--- src/rtl/if_fetch_unit_if.sv ---
// Instruction-memory request/response bus between the fetch stage (master)
// and instruction memory (slave); signal names match the original fetch ports.
interface if_fetch_unit_if;
    logic        proc2Imem_req;
    logic [31:0] proc2Imem_addr;
    logic        Imem2proc_gnt;
    logic        Imem2proc_valid;
    logic [31:0] Imem2proc_data;

    modport master (
        output proc2Imem_req,
        output proc2Imem_addr,
        input  Imem2proc_gnt,
        input  Imem2proc_valid,
        input  Imem2proc_data
    );

    modport slave (
        input  proc2Imem_req,
        input  proc2Imem_addr,
        output Imem2proc_gnt,
        output Imem2proc_valid,
        output Imem2proc_data
    );
endinterface

--- src/rtl/if_fetch_unit.sv ---
// Instruction fetch stage: credit-limited in-order fetch into a small FIFO, redirect
// with in-flight response discard. Define IF_STALL_CNT_EN to add the decode-stall counter.
module if_fetch_unit #(
    parameter logic [31:0] RESET_PC  = 32'h0000_0000,
    parameter int unsigned BUF_DEPTH = 2
) (
    input  logic                  clock,
    input  logic                  reset,
    if_fetch_unit_if.master       imem,
    input  logic                  ex_take_branch,
    input  logic [31:0]           ex_target_pc,
    input  logic                  id_ready,
    output logic                  if_valid,
    output logic [31:0]           if_inst,
    output logic [31:0]           if_pc,
    output logic [31:0]           if_npc
`ifdef IF_STALL_CNT_EN
    ,
    output logic [31:0]           if_stall_cycles
`endif
);

    localparam int unsigned PW      = (BUF_DEPTH > 1) ? $clog2(BUF_DEPTH) : 1;
    localparam int unsigned CW      = $clog2(BUF_DEPTH + 1);
    localparam logic [CW:0] L_DEPTH = (CW + 1)'(BUF_DEPTH);
    localparam logic [31:0] NOP     = 32'h0000_0013;

    logic [31:0]   r_fetch_pc;
    logic [31:0]   r_resp_pc;
    logic [31:0]   r_buf_inst [BUF_DEPTH];
    logic [31:0]   r_buf_pc   [BUF_DEPTH];
    logic [PW-1:0] r_rd_ptr;
    logic [PW-1:0] r_wr_ptr;
    logic [CW-1:0] r_count;
    logic [CW-1:0] r_outstanding;
    logic [CW-1:0] r_drop;

    logic          w_credit;
    logic          w_fire;
    logic          w_resp;
    logic          w_push;
    logic          w_pop;
    logic [31:0]   w_target;

    // Credits cover both buffered and in-flight words, so a response always has a slot.
    always_comb begin
        w_credit            = ({1'b0, r_outstanding} + {1'b0, r_count}) < L_DEPTH;
        imem.proc2Imem_req  = !reset && !ex_take_branch && w_credit;
        imem.proc2Imem_addr = r_fetch_pc;
        w_fire              = imem.proc2Imem_req && imem.Imem2proc_gnt;
        w_resp              = imem.Imem2proc_valid;
        w_push              = w_resp && (r_drop == '0) && !ex_take_branch;
        w_target            = ex_target_pc & ~32'h0000_0003;
    end

    always_comb begin
        if_valid = (r_count != '0);
        if_inst  = if_valid ? r_buf_inst[r_rd_ptr] : NOP;
        if_pc    = if_valid ? r_buf_pc[r_rd_ptr] : 32'h0000_0000;
        if_npc   = if_pc + 32'd4;
        w_pop    = if_valid && id_ready;
    end

    always_ff @(posedge clock) begin
        if (reset) begin
            r_fetch_pc    <= RESET_PC;
            r_resp_pc     <= RESET_PC;
            r_rd_ptr      <= '0;
            r_wr_ptr      <= '0;
            r_count       <= '0;
            r_outstanding <= '0;
            r_drop        <= '0;
        end else begin
            if (ex_take_branch) begin
                // Everything still in flight, minus a response landing now, belongs to the old path.
                r_fetch_pc <= w_target;
                r_resp_pc  <= w_target;
                r_rd_ptr   <= '0;
                r_wr_ptr   <= '0;
                r_count    <= '0;
                r_drop     <= r_outstanding - CW'(w_resp);
            end else begin
                if (w_fire)
                    r_fetch_pc <= r_fetch_pc + 32'd4;
                if (w_resp && (r_drop != '0))
                    r_drop <= r_drop - CW'(1);
                if (w_push) begin
                    r_buf_inst[r_wr_ptr] <= imem.Imem2proc_data;
                    r_buf_pc[r_wr_ptr]   <= r_resp_pc;
                    r_wr_ptr             <= r_wr_ptr + PW'(1);
                    r_resp_pc            <= r_resp_pc + 32'd4;
                end
                if (w_pop)
                    r_rd_ptr <= r_rd_ptr + PW'(1);
                case ({w_push, w_pop})
                    2'b10:   r_count <= r_count + CW'(1);
                    2'b01:   r_count <= r_count - CW'(1);
                    default: ;
                endcase
            end
            case ({w_fire, w_resp})
                2'b10:   r_outstanding <= r_outstanding + CW'(1);
                2'b01:   r_outstanding <= r_outstanding - CW'(1);
                default: ;
            endcase
        end
    end

`ifdef IF_STALL_CNT_EN
    logic [31:0] r_stall_cycles;

    always_ff @(posedge clock) begin
        if (reset)
            r_stall_cycles <= '0;
        else if (id_ready && !if_valid)
            r_stall_cycles <= r_stall_cycles + 32'd1;
    end

    assign if_stall_cycles = r_stall_cycles;
`endif

endmodule

--- src/flat_wrapper.sv ---
// flat-port wrapper written by rule: the top's interface ports become plain ports
module if_fetch_unit_flat 
#(
    parameter logic [31:0] RESET_PC  = 32'h0000_0000,
    parameter int unsigned BUF_DEPTH = 2
)
  (clock, reset, ex_take_branch, ex_target_pc, id_ready, if_valid, if_inst, if_pc, if_npc, imem_proc2Imem_req, imem_proc2Imem_addr, imem_Imem2proc_gnt, imem_Imem2proc_valid, imem_Imem2proc_data);
  if_fetch_unit_if imem_i ();
  input  logic clock;
  input  logic reset;
  input  logic ex_take_branch;
  input  logic [31:0] ex_target_pc;
  input  logic id_ready;
  output logic if_valid;
  output logic [31:0] if_inst;
  output logic [31:0] if_pc;
  output logic [31:0] if_npc;
  output wire logic [$bits(imem_i.proc2Imem_req)-1:0] imem_proc2Imem_req;
  output wire logic [$bits(imem_i.proc2Imem_addr)-1:0] imem_proc2Imem_addr;
  input wire logic [$bits(imem_i.Imem2proc_gnt)-1:0] imem_Imem2proc_gnt;
  input wire logic [$bits(imem_i.Imem2proc_valid)-1:0] imem_Imem2proc_valid;
  input wire logic [$bits(imem_i.Imem2proc_data)-1:0] imem_Imem2proc_data;
  assign imem_proc2Imem_req = imem_i.proc2Imem_req;
  assign imem_proc2Imem_addr = imem_i.proc2Imem_addr;
  assign imem_i.Imem2proc_gnt = imem_Imem2proc_gnt;
  assign imem_i.Imem2proc_valid = imem_Imem2proc_valid;
  assign imem_i.Imem2proc_data = imem_Imem2proc_data;
  if_fetch_unit #(.RESET_PC(RESET_PC), .BUF_DEPTH(BUF_DEPTH)) u_core (.clock(clock), .reset(reset), .imem(imem_i), .ex_take_branch(ex_take_branch), .ex_target_pc(ex_target_pc), .id_ready(id_ready), .if_valid(if_valid), .if_inst(if_inst), .if_pc(if_pc), .if_npc(if_npc));
endmodule
--- config.mk ---
export PLATFORM = sky130hd
export DESIGN_NAME = if_fetch_unit_flat
export DESIGN_NICKNAME = d
export VERILOG_FILES = /design/src/rtl/if_fetch_unit_if.sv /design/src/rtl/if_fetch_unit.sv /design/src/flat_wrapper.sv
export SDC_FILE = /design/constraint.sdc
export NUM_CORES = 1
export LEC_CHECK = 0
export ABC_AREA = 1
export ABC_CLOCK_PERIOD_IN_PS = 11710
export CORE_MARGIN = 4
export CORE_UTILIZATION = 55
export DETAILED_ROUTE_END_ITERATION = 16
export PLACE_DENSITY = 0.95
export SETUP_SLACK_MARGIN = 0.15
export SYNTH_ARGS = -nofsm -noshare
export SYNTH_HDL_FRONTEND = slang
export SYNTH_SLANG_ARGS = --single-unit
--- constraint.sdc ---
create_clock -name clock -period 11.71 [get_ports clock]
set_input_delay 2.9275 -clock clock [delete_from_list [all_inputs] [get_ports clock]]
set_output_delay 2.9275 -clock clock [all_outputs]
set_load 0.02 [all_outputs]
==> reports/qor.yml <==
status: "finished, final reports clean"
async_flop_share_pct: 0
grt_max_degree: 64
ys_seq_area_share_pct: 49.6
viasPerCell: 5.49
firstDrtPassIters: 8
port_buffers: 191
crit_path_end: "imem_proc2Imem_req"
slew_headroom_pct: 44.8
r2r_start: "u_core.r_count[1]"
tightest_slew_ns: 0.826
cts-buffers-inserted: 17
r2r_slack_ns: 8.33
multi_input_area_sq_mm: 0.00437
ys_ff_latch: 193
synth_area_per_cell_sq_um: 7.70
setup_tns_ns: 0
rr_endpoint: "u_core.r_count[1]"
regArea_sq_mm: 0.00511
timing.final.crit_period_ns: 7.69
synthAdderAreaFrac_pct: 1.04
clk_latency_ns: 0.44
ctsHoldBuffers: 0
fillerInstances: 1331
cp_slowest_cell: "clkdlybuf4s50_1"
vias: 9644
h-tree-depth: 4
cts_tree: "yes"
syn_inst: 1337
drt_drc_violations_left: 0
wl_um: 29500
worstSetupEndpointType: "output pin"
mostFrequentLayoutCell: "nand2_1"
antenna_found_initial: 2
yosys.area_share.simple_pct: 29.9
crit_path_start: "ex_take_branch"
wire_per_inst_um: 16.8
required_ns: 8.78
drv_slew: 0
timing.critical_path.arrival_ns: 4.77
final-setup-viol-count: 0
synth_top_family_by_area: "simple AND/OR/NAND/NOR gates"
drtAntennaViolNets: 0
worstSetupPathType: "in2out"
p_leak_uw: 0.00510
cts_root_buffer: "clkbuf_16"
initial_utilization_pct: 56.6
grtUsageTotal_pct: 28.3
syn_to_final_growth_pct: 25.8
grt_first_pass_wirelength_um: 46700
grt-ovfl-total: 0
synth.distinct_cells: 41
gp_congestion: 0.986
synth_compound_area_share_pct: 8.27
critPathLaunchType: "input pin"
clock_path_buffers: 2
yosys_warnings: 0
synth_xor_area_share_pct: 2.89
fmax_mhz: 130
dp_hpwl_um: 21000
synth_top_area_share_pct: 36.2
postCtsSetupRepairBufs: 0
postLayoutCoreUtil_pct: 71.1
vdd_drop_max_uv: 105
cp_slowest_stage_delay_ns: 0.60
finalCritPeriodShare_pct: 65.7
synth_top_cell_by_area: "edfxtp_1"
cp.buffers_inverters: 4
drtIter0Drc: 853
rows: 49
io_pins: 200
crit_chain: "clkdlybuf4s50_1, buf_4, nor2_4, nand3_2, inv_1, clkdlybuf4s50_1"
final_hold_viol_count: 0
worstPathMaxFanout: 40
muxShareOfSynthArea_pct: 0
synth_edf_count: 124
grt_pass1_vias: 9390
cap_violations: 0
clkSinkCount: 193
path_delay_family: "buffers and inverters"
final.setup_skew_ns: 0.0105
netlist_area_sq_mm: 0.0103
power_uw: 1590
crit_top_cell: "clkdlybuf4s50_1"
cts_resized: 0
dieArea_sq_mm: 0.0210
synth.area.top_cells: "edfxtp_1 (36%), nand2_1 (17%), dfxtp_1 (13%), inv_1 (5.2%), nor2_1 (5.0%)"
worst_r2r_path_depth: 9
min_path_type: "reg2reg"
ys.flop_type: "edfxtp_1"
drive_gt1_share_pct: 5.57
fp.dieW_um: 145
p_per_area_mw_per_mm2: 123
fin_hold_ws_ns: 0.487
die_h_um: 145
coreArea_sq_mm: 0.0182
path_depth: 6
clk_pin_slew_worst_paths_ns: 0.08
layout_common_cells: "nand2_1 (467), clkdlybuf4s50_1 (190), inv_1 (143), nor2_1 (136), edfxtp_1 (124)"
final_nets: 1590
rsz0062_at_grt: "false"
stage by stage:
stage	setup WS [ns]	cells	area, sq um
after floorplan	3.57	1342	10300
after global placement	4.02	1722	12300
after detailed placement	4.03	1722	12300
after CTS	4.01	1754	12900
after global routing	3.92	1756	12900
final	4.02	1756	12900
registers in the layout, indices dropped and copies added (netlist names), named ones only:
name	flops
u_core.r_buf_pc	60
u_core.r_rd_ptr	1
u_core.r_buf_inst	64
u_core.r_wr_ptr	1
u_core.imem.proc2Imem_addr	30
u_core.r_resp_pc	30
u_core.r_outstanding	2
u_core.r_count	2
u_core.r_drop	2
worst min-delay path by stage:
| stage | from | endpoint | slack (ns) | depth (start not counted) |
|---|---|---|---|---|
| 2_1_floorplan | u_core.r_rd_ptr | register | 0.43 | 1 |
| 3_3_place_gp | u_core.r_rd_ptr | register | 0.43 | 1 |
| 3_5_place_dp | u_core.r_rd_ptr | register | 0.47 | 1 |
| 4_1_cts | u_core.r_rd_ptr | register | 0.48 | 1 |
| 5_1_grt | u_core.r_rd_ptr | register | 0.48 | 1 |
| 6_report | u_core.r_rd_ptr | register | 0.49 | 1 |
final cells by class:
class / instances / share of cell area (%)
Antenna cell: 2 / 0.0386
Clock buffer: 17 / 3.29
Clock inverter: 15 / 1.75
Inverter: 148 / 4.34
Multi-Input combinational cell: 953 / 33.8
Sequential cell: 193 / 39.4
Tap cell: 229 / 2.21
Timing Repair Buffer: 199 / 15.2
Yosys cell counts (3+ instances only):
library cell,n
ha_1,7
nand3_2,7
nand2_2,4
edfxtp_1,124
clkbuf_1,12
buf_6,3
a31oi_1,11
inv_2,3
a21oi_1,89
nor3_1,4
nand4_1,5
nor2_2,16
nor2_4,6
buf_2,10
inv_1,143
nand2_1,467
nand3_1,92
o21ai_0,52
dfxtp_1,69
nor2_1,136
xor2_1,32
o21bai_1,4
buf_1,9
buf_4,12
cells by family after synthesis:
kind of cell / after synthesis
XOR/XNOR: 34
buffers and inverters: 196
AO/OA/AOI/OAI: 163
adder cells (fa/ha/maj): 8
flip-flops: 193
other: 1
AND/OR/NAND/NOR: 742
per-layer routing:
metal	vias up	GRT usage, %	routed length, um
met1	4366	34.7	11300
met2	543	48.8	14200
li1	4649	-	-
met5	-	0	0
met4	0	12.4	1210
met3	86	5.06	2740
where the power goes:
group	internal (uW)	switching, uW
Combinational	78.6	115
Sequential	749	27.5
Clock	305	315
Total	1130	458
Note: power is estimated with default switching activity, not from simulation.
